--- src/rtl/wb_dcache_flush_ctrl_if.sv ---
// Flush-sequencer bus: controller request/ack, tag-array port and writeback handshake.
// The master modport is the sequencer's view; slave is the surrounding cache.
interface wb_dcache_flush_ctrl_if #(
  parameter int unsigned NumSets = 256,
  parameter int unsigned NumWays = 8
) ();
  localparam int unsigned SetW = $clog2(NumSets);
  localparam int unsigned WayW = $clog2(NumWays);

  logic            flush_i;
  logic            busy_o;
  logic            flush_ack_o;
  logic            tag_req_o;
  logic            tag_we_o;
  logic            tag_gnt_i;
  logic [SetW-1:0] set_o;
  logic [WayW-1:0] way_o;
  logic            line_valid_i;
  logic            line_dirty_i;
  logic            wr_valid_o;
  logic            wr_dirty_o;
  logic            wb_valid_o;
  logic            wb_ready_i;
  logic [15:0]     wb_count_o;

  modport master (
    input  flush_i, tag_gnt_i, line_valid_i, line_dirty_i, wb_ready_i,
    output busy_o, flush_ack_o, tag_req_o, tag_we_o, set_o, way_o,
           wr_valid_o, wr_dirty_o, wb_valid_o, wb_count_o
  );

  modport slave (
    output flush_i, tag_gnt_i, line_valid_i, line_dirty_i, wb_ready_i,
    input  busy_o, flush_ack_o, tag_req_o, tag_we_o, set_o, way_o,
           wr_valid_o, wr_dirty_o, wb_valid_o, wb_count_o
  );
endinterface

--- src/rtl/wb_dcache_flush_ctrl.sv ---
// Fence-triggered dcache flush sequencer: walks every set/way, writes back dirty lines,
// then clears dirty (and optionally valid) in the tag array before acknowledging.
module wb_dcache_flush_ctrl #(
  parameter int unsigned NumSets           = 256,
  parameter int unsigned NumWays           = 8,
  parameter bit          InvalidateOnFlush = 1'b0
) (
  input  logic                   clk_i,
  input  logic                   rst_ni,
  wb_dcache_flush_ctrl_if.master bus
);
  localparam int unsigned SetW = $clog2(NumSets);
  localparam int unsigned WayW = $clog2(NumWays);
  localparam int unsigned CntW = 16;

  typedef enum logic [2:0] {
    IDLE = 3'd0,
    RD   = 3'd1,
    RSP  = 3'd2,
    WB   = 3'd3,
    UPD  = 3'd4,
    DONE = 3'd5
  } state_e;

  state_e          state_q, state_d;
  logic [SetW-1:0] set_q, set_d;
  logic [WayW-1:0] way_q, way_d;
  logic [CntW-1:0] cnt_q, cnt_d;
  logic            busy_q, busy_d;
  logic            ack_q, ack_d;
  logic            req_q, req_d;
  logic            we_q, we_d;
  logic            wbv_q, wbv_d;
  logic            wrv_q, wrv_d;

  logic            advance;
  logic            last_way;
  logic            last_set;

  assign last_way = (way_q == WayW'(NumWays - 1));
  assign last_set = (set_q == SetW'(NumSets - 1));

  // Next-state, index/counter update and registered output decode of the next state.
  always_comb begin
    state_d = state_q;
    set_d   = set_q;
    way_d   = way_q;
    cnt_d   = cnt_q;
    advance = 1'b0;

    unique case (state_q)
      IDLE: begin
        if (bus.flush_i) begin
          state_d = RD;
          set_d   = '0;
          way_d   = '0;
          cnt_d   = '0;
        end
      end
      RD: begin
        if (bus.tag_gnt_i) state_d = RSP;
      end
      RSP: begin
        if (bus.line_valid_i && bus.line_dirty_i) begin
          state_d = WB;
        end else if (bus.line_valid_i && InvalidateOnFlush) begin
          state_d = UPD;
        end else begin
          advance = 1'b1;
        end
      end
      WB: begin
        if (bus.wb_ready_i) begin
          state_d = UPD;
          if (cnt_q != '1) cnt_d = cnt_q + CntW'(1);
        end
      end
      UPD: begin
        if (bus.tag_gnt_i) advance = 1'b1;
      end
      DONE: begin
        state_d = IDLE;
      end
      default: begin
        state_d = IDLE;
      end
    endcase

    // Line walk is set-major, way-minor; the last line of the last set finishes the flush.
    if (advance) begin
      if (last_way && last_set) begin
        state_d = DONE;
      end else begin
        state_d = RD;
        if (last_way) begin
          way_d = '0;
          set_d = set_q + SetW'(1);
        end else begin
          way_d = way_q + WayW'(1);
        end
      end
    end

    busy_d = (state_d != IDLE);
    ack_d  = (state_d == DONE);
    req_d  = (state_d == RD) || (state_d == UPD);
    we_d   = (state_d == UPD);
    wbv_d  = (state_d == WB);
    wrv_d  = (state_d == UPD) && !InvalidateOnFlush;
  end

  always_ff @(posedge clk_i) begin
    if (!rst_ni) begin
      state_q <= IDLE;
      set_q   <= '0;
      way_q   <= '0;
      cnt_q   <= '0;
      busy_q  <= 1'b0;
      ack_q   <= 1'b0;
      req_q   <= 1'b0;
      we_q    <= 1'b0;
      wbv_q   <= 1'b0;
      wrv_q   <= 1'b0;
    end else begin
      state_q <= state_d;
      set_q   <= set_d;
      way_q   <= way_d;
      cnt_q   <= cnt_d;
      busy_q  <= busy_d;
      ack_q   <= ack_d;
      req_q   <= req_d;
      we_q    <= we_d;
      wbv_q   <= wbv_d;
      wrv_q   <= wrv_d;
    end
  end

  assign bus.busy_o      = busy_q;
  assign bus.flush_ack_o = ack_q;
  assign bus.tag_req_o   = req_q;
  assign bus.tag_we_o    = we_q;
  assign bus.set_o       = set_q;
  assign bus.way_o       = way_q;
  assign bus.wr_valid_o  = wrv_q;
  assign bus.wr_dirty_o  = 1'b0;
  assign bus.wb_valid_o  = wbv_q;
  assign bus.wb_count_o  = cnt_q;

endmodule

--- src/flat_wrapper.sv ---
// flat-port wrapper written by rule: the top's interface ports become plain ports
module wb_dcache_flush_ctrl_flat 
#(
  parameter int unsigned NumSets           = 256,
  parameter int unsigned NumWays           = 8,
  parameter bit          InvalidateOnFlush = 1'b0
)
  (clk_i, rst_ni, bus_flush_i, bus_tag_gnt_i, bus_line_valid_i, bus_line_dirty_i, bus_wb_ready_i, bus_busy_o, bus_flush_ack_o, bus_tag_req_o, bus_tag_we_o, bus_set_o, bus_way_o, bus_wr_valid_o, bus_wr_dirty_o, bus_wb_valid_o, bus_wb_count_o);
  wb_dcache_flush_ctrl_if #(.NumSets(NumSets), .NumWays(NumWays)) bus_i ();
  input  logic clk_i;
  input  logic rst_ni;
  input wire logic [$bits(bus_i.flush_i)-1:0] bus_flush_i;
  input wire logic [$bits(bus_i.tag_gnt_i)-1:0] bus_tag_gnt_i;
  input wire logic [$bits(bus_i.line_valid_i)-1:0] bus_line_valid_i;
  input wire logic [$bits(bus_i.line_dirty_i)-1:0] bus_line_dirty_i;
  input wire logic [$bits(bus_i.wb_ready_i)-1:0] bus_wb_ready_i;
  output wire logic [$bits(bus_i.busy_o)-1:0] bus_busy_o;
  output wire logic [$bits(bus_i.flush_ack_o)-1:0] bus_flush_ack_o;
  output wire logic [$bits(bus_i.tag_req_o)-1:0] bus_tag_req_o;
  output wire logic [$bits(bus_i.tag_we_o)-1:0] bus_tag_we_o;
  output wire logic [$bits(bus_i.set_o)-1:0] bus_set_o;
  output wire logic [$bits(bus_i.way_o)-1:0] bus_way_o;
  output wire logic [$bits(bus_i.wr_valid_o)-1:0] bus_wr_valid_o;
  output wire logic [$bits(bus_i.wr_dirty_o)-1:0] bus_wr_dirty_o;
  output wire logic [$bits(bus_i.wb_valid_o)-1:0] bus_wb_valid_o;
  output wire logic [$bits(bus_i.wb_count_o)-1:0] bus_wb_count_o;
  assign bus_i.flush_i = bus_flush_i;
  assign bus_i.tag_gnt_i = bus_tag_gnt_i;
  assign bus_i.line_valid_i = bus_line_valid_i;
  assign bus_i.line_dirty_i = bus_line_dirty_i;
  assign bus_i.wb_ready_i = bus_wb_ready_i;
  assign bus_busy_o = bus_i.busy_o;
  assign bus_flush_ack_o = bus_i.flush_ack_o;
  assign bus_tag_req_o = bus_i.tag_req_o;
  assign bus_tag_we_o = bus_i.tag_we_o;
  assign bus_set_o = bus_i.set_o;
  assign bus_way_o = bus_i.way_o;
  assign bus_wr_valid_o = bus_i.wr_valid_o;
  assign bus_wr_dirty_o = bus_i.wr_dirty_o;
  assign bus_wb_valid_o = bus_i.wb_valid_o;
  assign bus_wb_count_o = bus_i.wb_count_o;
  wb_dcache_flush_ctrl #(.NumSets(NumSets), .NumWays(NumWays), .InvalidateOnFlush(InvalidateOnFlush)) u_core (.clk_i(clk_i), .rst_ni(rst_ni), .bus(bus_i));
endmodule
--- config.mk ---
export PLATFORM = sky130hd
export DESIGN_NAME = wb_dcache_flush_ctrl_flat
export DESIGN_NICKNAME = d
export VERILOG_FILES = /design/src/rtl/wb_dcache_flush_ctrl_if.sv /design/src/rtl/wb_dcache_flush_ctrl.sv /design/src/flat_wrapper.sv
export SDC_FILE = /design/constraint.sdc
export NUM_CORES = 1
export LEC_CHECK = 0
export ABC_AREA = 1
export BUFFER_PORTS_ARGS = -buffer_cell sky130_fd_sc_hd__buf_2
export CAP_MARGIN = 20
export CORE_ASPECT_RATIO = 0.75
export CORE_MARGIN = 10
export CORE_UTILIZATION = 60
export CTS_BUF_LIST = sky130_fd_sc_hd__clkbuf_4
export CTS_CLUSTER_SIZE = 12
export DETAILED_ROUTE_END_ITERATION = 10
export PLACE_DENSITY_LB_ADDON = 0.2
export SLEW_MARGIN = 20
export SYNTH_ARGS = -nofsm -noshare
export SYNTH_HDL_FRONTEND = slang
export SYNTH_SLANG_ARGS = --single-unit
--- constraint.sdc ---
create_clock -name clk_i -period 3.25 [get_ports clk_i]
set_input_delay 0.65 -clock clk_i [delete_from_list [all_inputs] [get_ports clk_i]]
set_output_delay 0.65 -clock clk_i [all_outputs]
set_load 0.01 [all_outputs]
==> summary by stage <==
Die
The die is ~89 um wide. The floorplan step defined a die boundary enclosing about 6400 um^2. The number of top-level design ports is around 40.

The die extent in y is 71.9 um. The core region is approximately 3400 um^2. For this configuration, the core starts out at a cell density of between 60% and 70%. The number of placement rows is 18.

Timing
Headroom to the max-slew limit came out at 64.4%. Setup violations remaining at the end of the flow were counted as 0. The setup skew after layout is between 10 and 15 ps. After routing, the total negative slack on setup checks comes to 0 ps. Setup repair after global routing left no endpoint under its margin. The hold violation count in the final report was 0. The period utilization is 57.6%.

After layout, the worst setup slack is 1380 ps. For the finished layout, the period the worst path requires is 1870 ps. The achievable clock frequency is 534 MHz. At the pin with the least slew margin, the transition time is approximately 530 ps. The max-slew violation total from the final report is 0. On the final layout, the worst hold slack is ~500 ps.

Clock network
For this design, the sink count on the clock tree is 35. The clock tree synthesis step divided the H-tree into 2 levels. Buffers inserted during clock tree synthesis total 5. The maximum root-to-sink buffer count is 2. The number of buffers inserted to repair setup after CTS is 0. The CTS tree is built. For the worst-skew pair, the clock arrives at the later sink with an insertion delay of 340 ps.

The clock-pin slew on the worst setup and hold paths is 100 ps. In this run the clock root is driven by a clkbuf_4. In this run, post-CTS hold repair placed 0 buffers. The total of cells resized after clock tree synthesis is 0.

Setup path
The start-to-end type of the worst setup path is flop to flop. The endpoint of the lowest-slack register-to-register path is u_core.bus.tag_req_o$_SDFF_PN0_. The startpoint kind of the worst setup timing path is a flop.

The worst reg2reg path depth is 8. The capture point of the critical path is u_core.bus.tag_req_o$_SDFF_PN0_. STA classifies the critical path endpoint as a flop. The worst register-to-register path begins at u_core.bus.set_o[0]$_SDFF_PN0_. At the worst endpoint, the arrival time is ~2100 ps.

STA puts the critical path data required time at around 3500 ps. The maximum fanout encountered on the critical timing path is 7. The setup check on the worst reg-to-reg path leaves a slack of approximately 1400 ps. The launching element of the worst setup path is u_core.bus.set_o[0]$_SDFF_PN0_.

Synth
After synthesis, the share of cell area in mux cells is 0%. After synthesis, the most frequently instantiated cells are 96 x nand2_1, 56 x nor2_1, 42 x inv_1. After synthesis, the share of flip-flops with an asynchronous set or reset is 0%. In the post-synthesis netlist, the biggest area contributors are dfxtp_1 32%, nand2_1 17%, nor2_1 9.7%. After Yosys synthesis, and, or, nand and nor cells account for around 45% of the synthesized area. The synthesized design devotes to its leading area cell type approximately 32% of total area. The compound-gate portion of the synthesized area is 9.34%. The post-synthesis area per instance is ~6.3 um^2. Counting every net in the synthesized netlist gives about 360.

In the synthesized netlist, the number of instances is between 300 and 400. In this run, synthesis inferred 0 flip-flops with an integrated enable. The most frequent cell after synthesis is nand2_1. Counting flops and latches in the post-synthesis netlist gives 35. The synthesis warning total is 0. By area, the combinational part of the netlist is dominated by simple AND/OR/NAND/NOR gates. The prevailing post-synth register cell is dfxtp_1. The sequential cell area fraction in the yosys report is approximately 32%.

After Yosys synthesis, XOR and XNOR cells account for 0% of the synthesized area. The biggest area contributor in the post-synthesis netlist is dfxtp_1. The count of cell types in the netlist is 31. The area share of fa/ha/maj cells after synthesis is 2.32%. The summed instance area of the synthesized netlist is about 2200 um^2.

Placement
Input and output buffers added on the ports amount to 39. Routability-driven placement finished with a final weighted congestion of 0.932. The total instance count after detailed placement is 415. The sum of net half-perimeters after detailed placement is ~4100 um. After detailed placement, the total cell area comes to between 2000 and 2500 um^2. The worst slack at placement is approximately 1400 ps.

Route
After detailed routing, the number of remaining DRC violations is 0. The first routing iteration left around 200 violations. The routed design has around 5300 um of wire.

Dividing the detail-routed wire length by the instance count gives around 13 um. The via count is about 2300. The number of nets with antenna violations after routing is 0. The first-pass iteration count of the detailed router is 5. The average vias per placed instance is about 5.3.

Worst hold path
The number of cells on the worst hold path is 2. The worst hold path belongs to the class flop to flop.

Layout
The area added between synthesis and finish is 11.1%. The number of fill cells is roughly 310. The antenna diode count is 0. Cells fill between 70 and 80% of the core in the end. For this run, the post-layout net count is a little under 400. Summing all multi-input logic gate instances after layout gives around 1200 um^2. The filler-free cell count of the finished design is around 420. The layout cell share with drive strength beyond 1 is between 10% and 20%. After routing the design area is approximately 2400 um^2. The total area of sequential cells is around 700 um^2.

Pwr
In this run, flip-flops and latches consume between 40% and 50% of the power. The clock network is responsible for approximately a quarter of the overall power. Total power for the finished layout comes to between 1 and 1.5 mW. The worst IR drop on VDD is approximately 0.32 mV. Combinational logic is responsible for around 29% of the overall power. Net switching is 37.3% of the power. The switching power summed over all nets is between 0.3 and 0.4 mW. The leakage power of the design is between 1 and 1.5 nW. Internal power comes to around 0.66 mW. Dividing total power by cell area gives a power density of approximately 440 nW/um^2.

Global route
The global-route met3 utilization is 4.58%. For this run, global-route usage on met1 was measured as 23.4%. The total routing resource utilization after global routing is between 10% and 20%. The largest net degree at the start of global routing is 25.

The global-route wire length before repair is between 8000 and 9000 um. The initial antenna violation count is 0. The most congested layer reported by global routing is met2.

The via count of the first global-routing pass is 1880. The global routing met2 resource utilization is around a quarter. The final global-route overflow total is 0.

Run status
The run finished with clean final reports.

Job
The count of max-cap constraint violations is 0.
[registers in the layout, summed over array words and instances (netlist names)]
| signal | flops |
|---|---|
| u_core.bus.wb_count_o | 16 |
| u_core.bus.set_o | 8 |
| u_core.bus.way_o | 3 |
| u_core.state_q | 3 |
| u_core.bus.busy_o | 1 |
| u_core.bus.flush_ack_o | 1 |
| u_core.bus.tag_req_o | 1 |
| u_core.bus.tag_we_o | 1 |
| u_core.bus.wb_valid_o | 1 |
[worst max-delay path, stage by stage, from the launching register on]
cell and delay (ps):
dfxtp_1 410, ha_1 180, nand2_1 110, inv_1 100, nand4_1 160, o21ai_1 470
nand2_1 150, nand2_1 120, a21oi_1 60
[layer usage]
layer / wire, um / share of wire (%)
met4: 48 / 0.90
met2: 2250 / 42
met1: 2590 / 49
met5: 0 / 0
met3: 440 / 8.3
[power groups by stage]
stage	Sequential [mW]	Combinational (mW)	Clock [mW]
final	0.499	0.302	0.250
after floorplan	0.518	0.229	0
after detailed placement	0.509	0.299	0
after global placement	0.507	0.292	0
after global routing	0.506	0.342	0.272
after CTS	0.499	0.300	0.252
[area by class of cell]
type,count,share of cell area (%)
clock buffers,7,2.19
clock inverters,1,0.209
inverters,46,7.31
multi-input cells,255,50.8
flip-flops and latches,35,29.2
well taps,40,2.09
repair buffers,39,8.14
[cells by family after synthesis]
kind of cell,Yosys count
adder cells (fa/ha/maj),4
AND/OR/NAND/NOR,214
other,1
buffers and inverters,54
flip-flops,35
AO/OA/AOI/OAI,36
[worst min-delay path by stage]
| stage | endpoint | from | slack, ps |
|---|---|---|---|
| final | u_core.bus.set_o[1]$_SDFF_PN0_ | u_core.bus.set_o[1]$_SDFF_PN0_ | 500 |
| after global routing | u_core.bus.set_o[1]$_SDFF_PN0_ | u_core.bus.set_o[1]$_SDFF_PN0_ | 530 |
| after CTS | u_core.bus.set_o[1]$_SDFF_PN0_ | u_core.bus.set_o[1]$_SDFF_PN0_ | 510 |
| after detailed placement | u_core.bus.set_o[1]$_SDFF_PN0_ | u_core.bus.set_o[1]$_SDFF_PN0_ | 490 |
| after global placement | u_core.bus.way_o[0]$_SDFF_PN0_ | u_core.bus.way_o[0]$_SDFF_PN0_ | 490 |
| after floorplan | u_core.bus.way_o[0]$_SDFF_PN0_ | u_core.bus.way_o[0]$_SDFF_PN0_ | 510 |
[placed cells by master, fill, tap and decap left out, types with 2 or more instances in the layout]
master / n
a21oi_1: 14
buf_2: 39
clkbuf_4: 7
dfxtp_1: 35
ha_1: 4
inv_1: 42
inv_2: 2
nand2_1: 96
nand2_2: 4
nand2_4: 3
nand3_1: 35
nand3_2: 4
nand4_1: 5
nor2_1: 56
nor2_4: 2
nor3_1: 6
o21ai_0: 15
o21ai_1: 2
No activity file was read; power rests on OpenSTA's default activity.
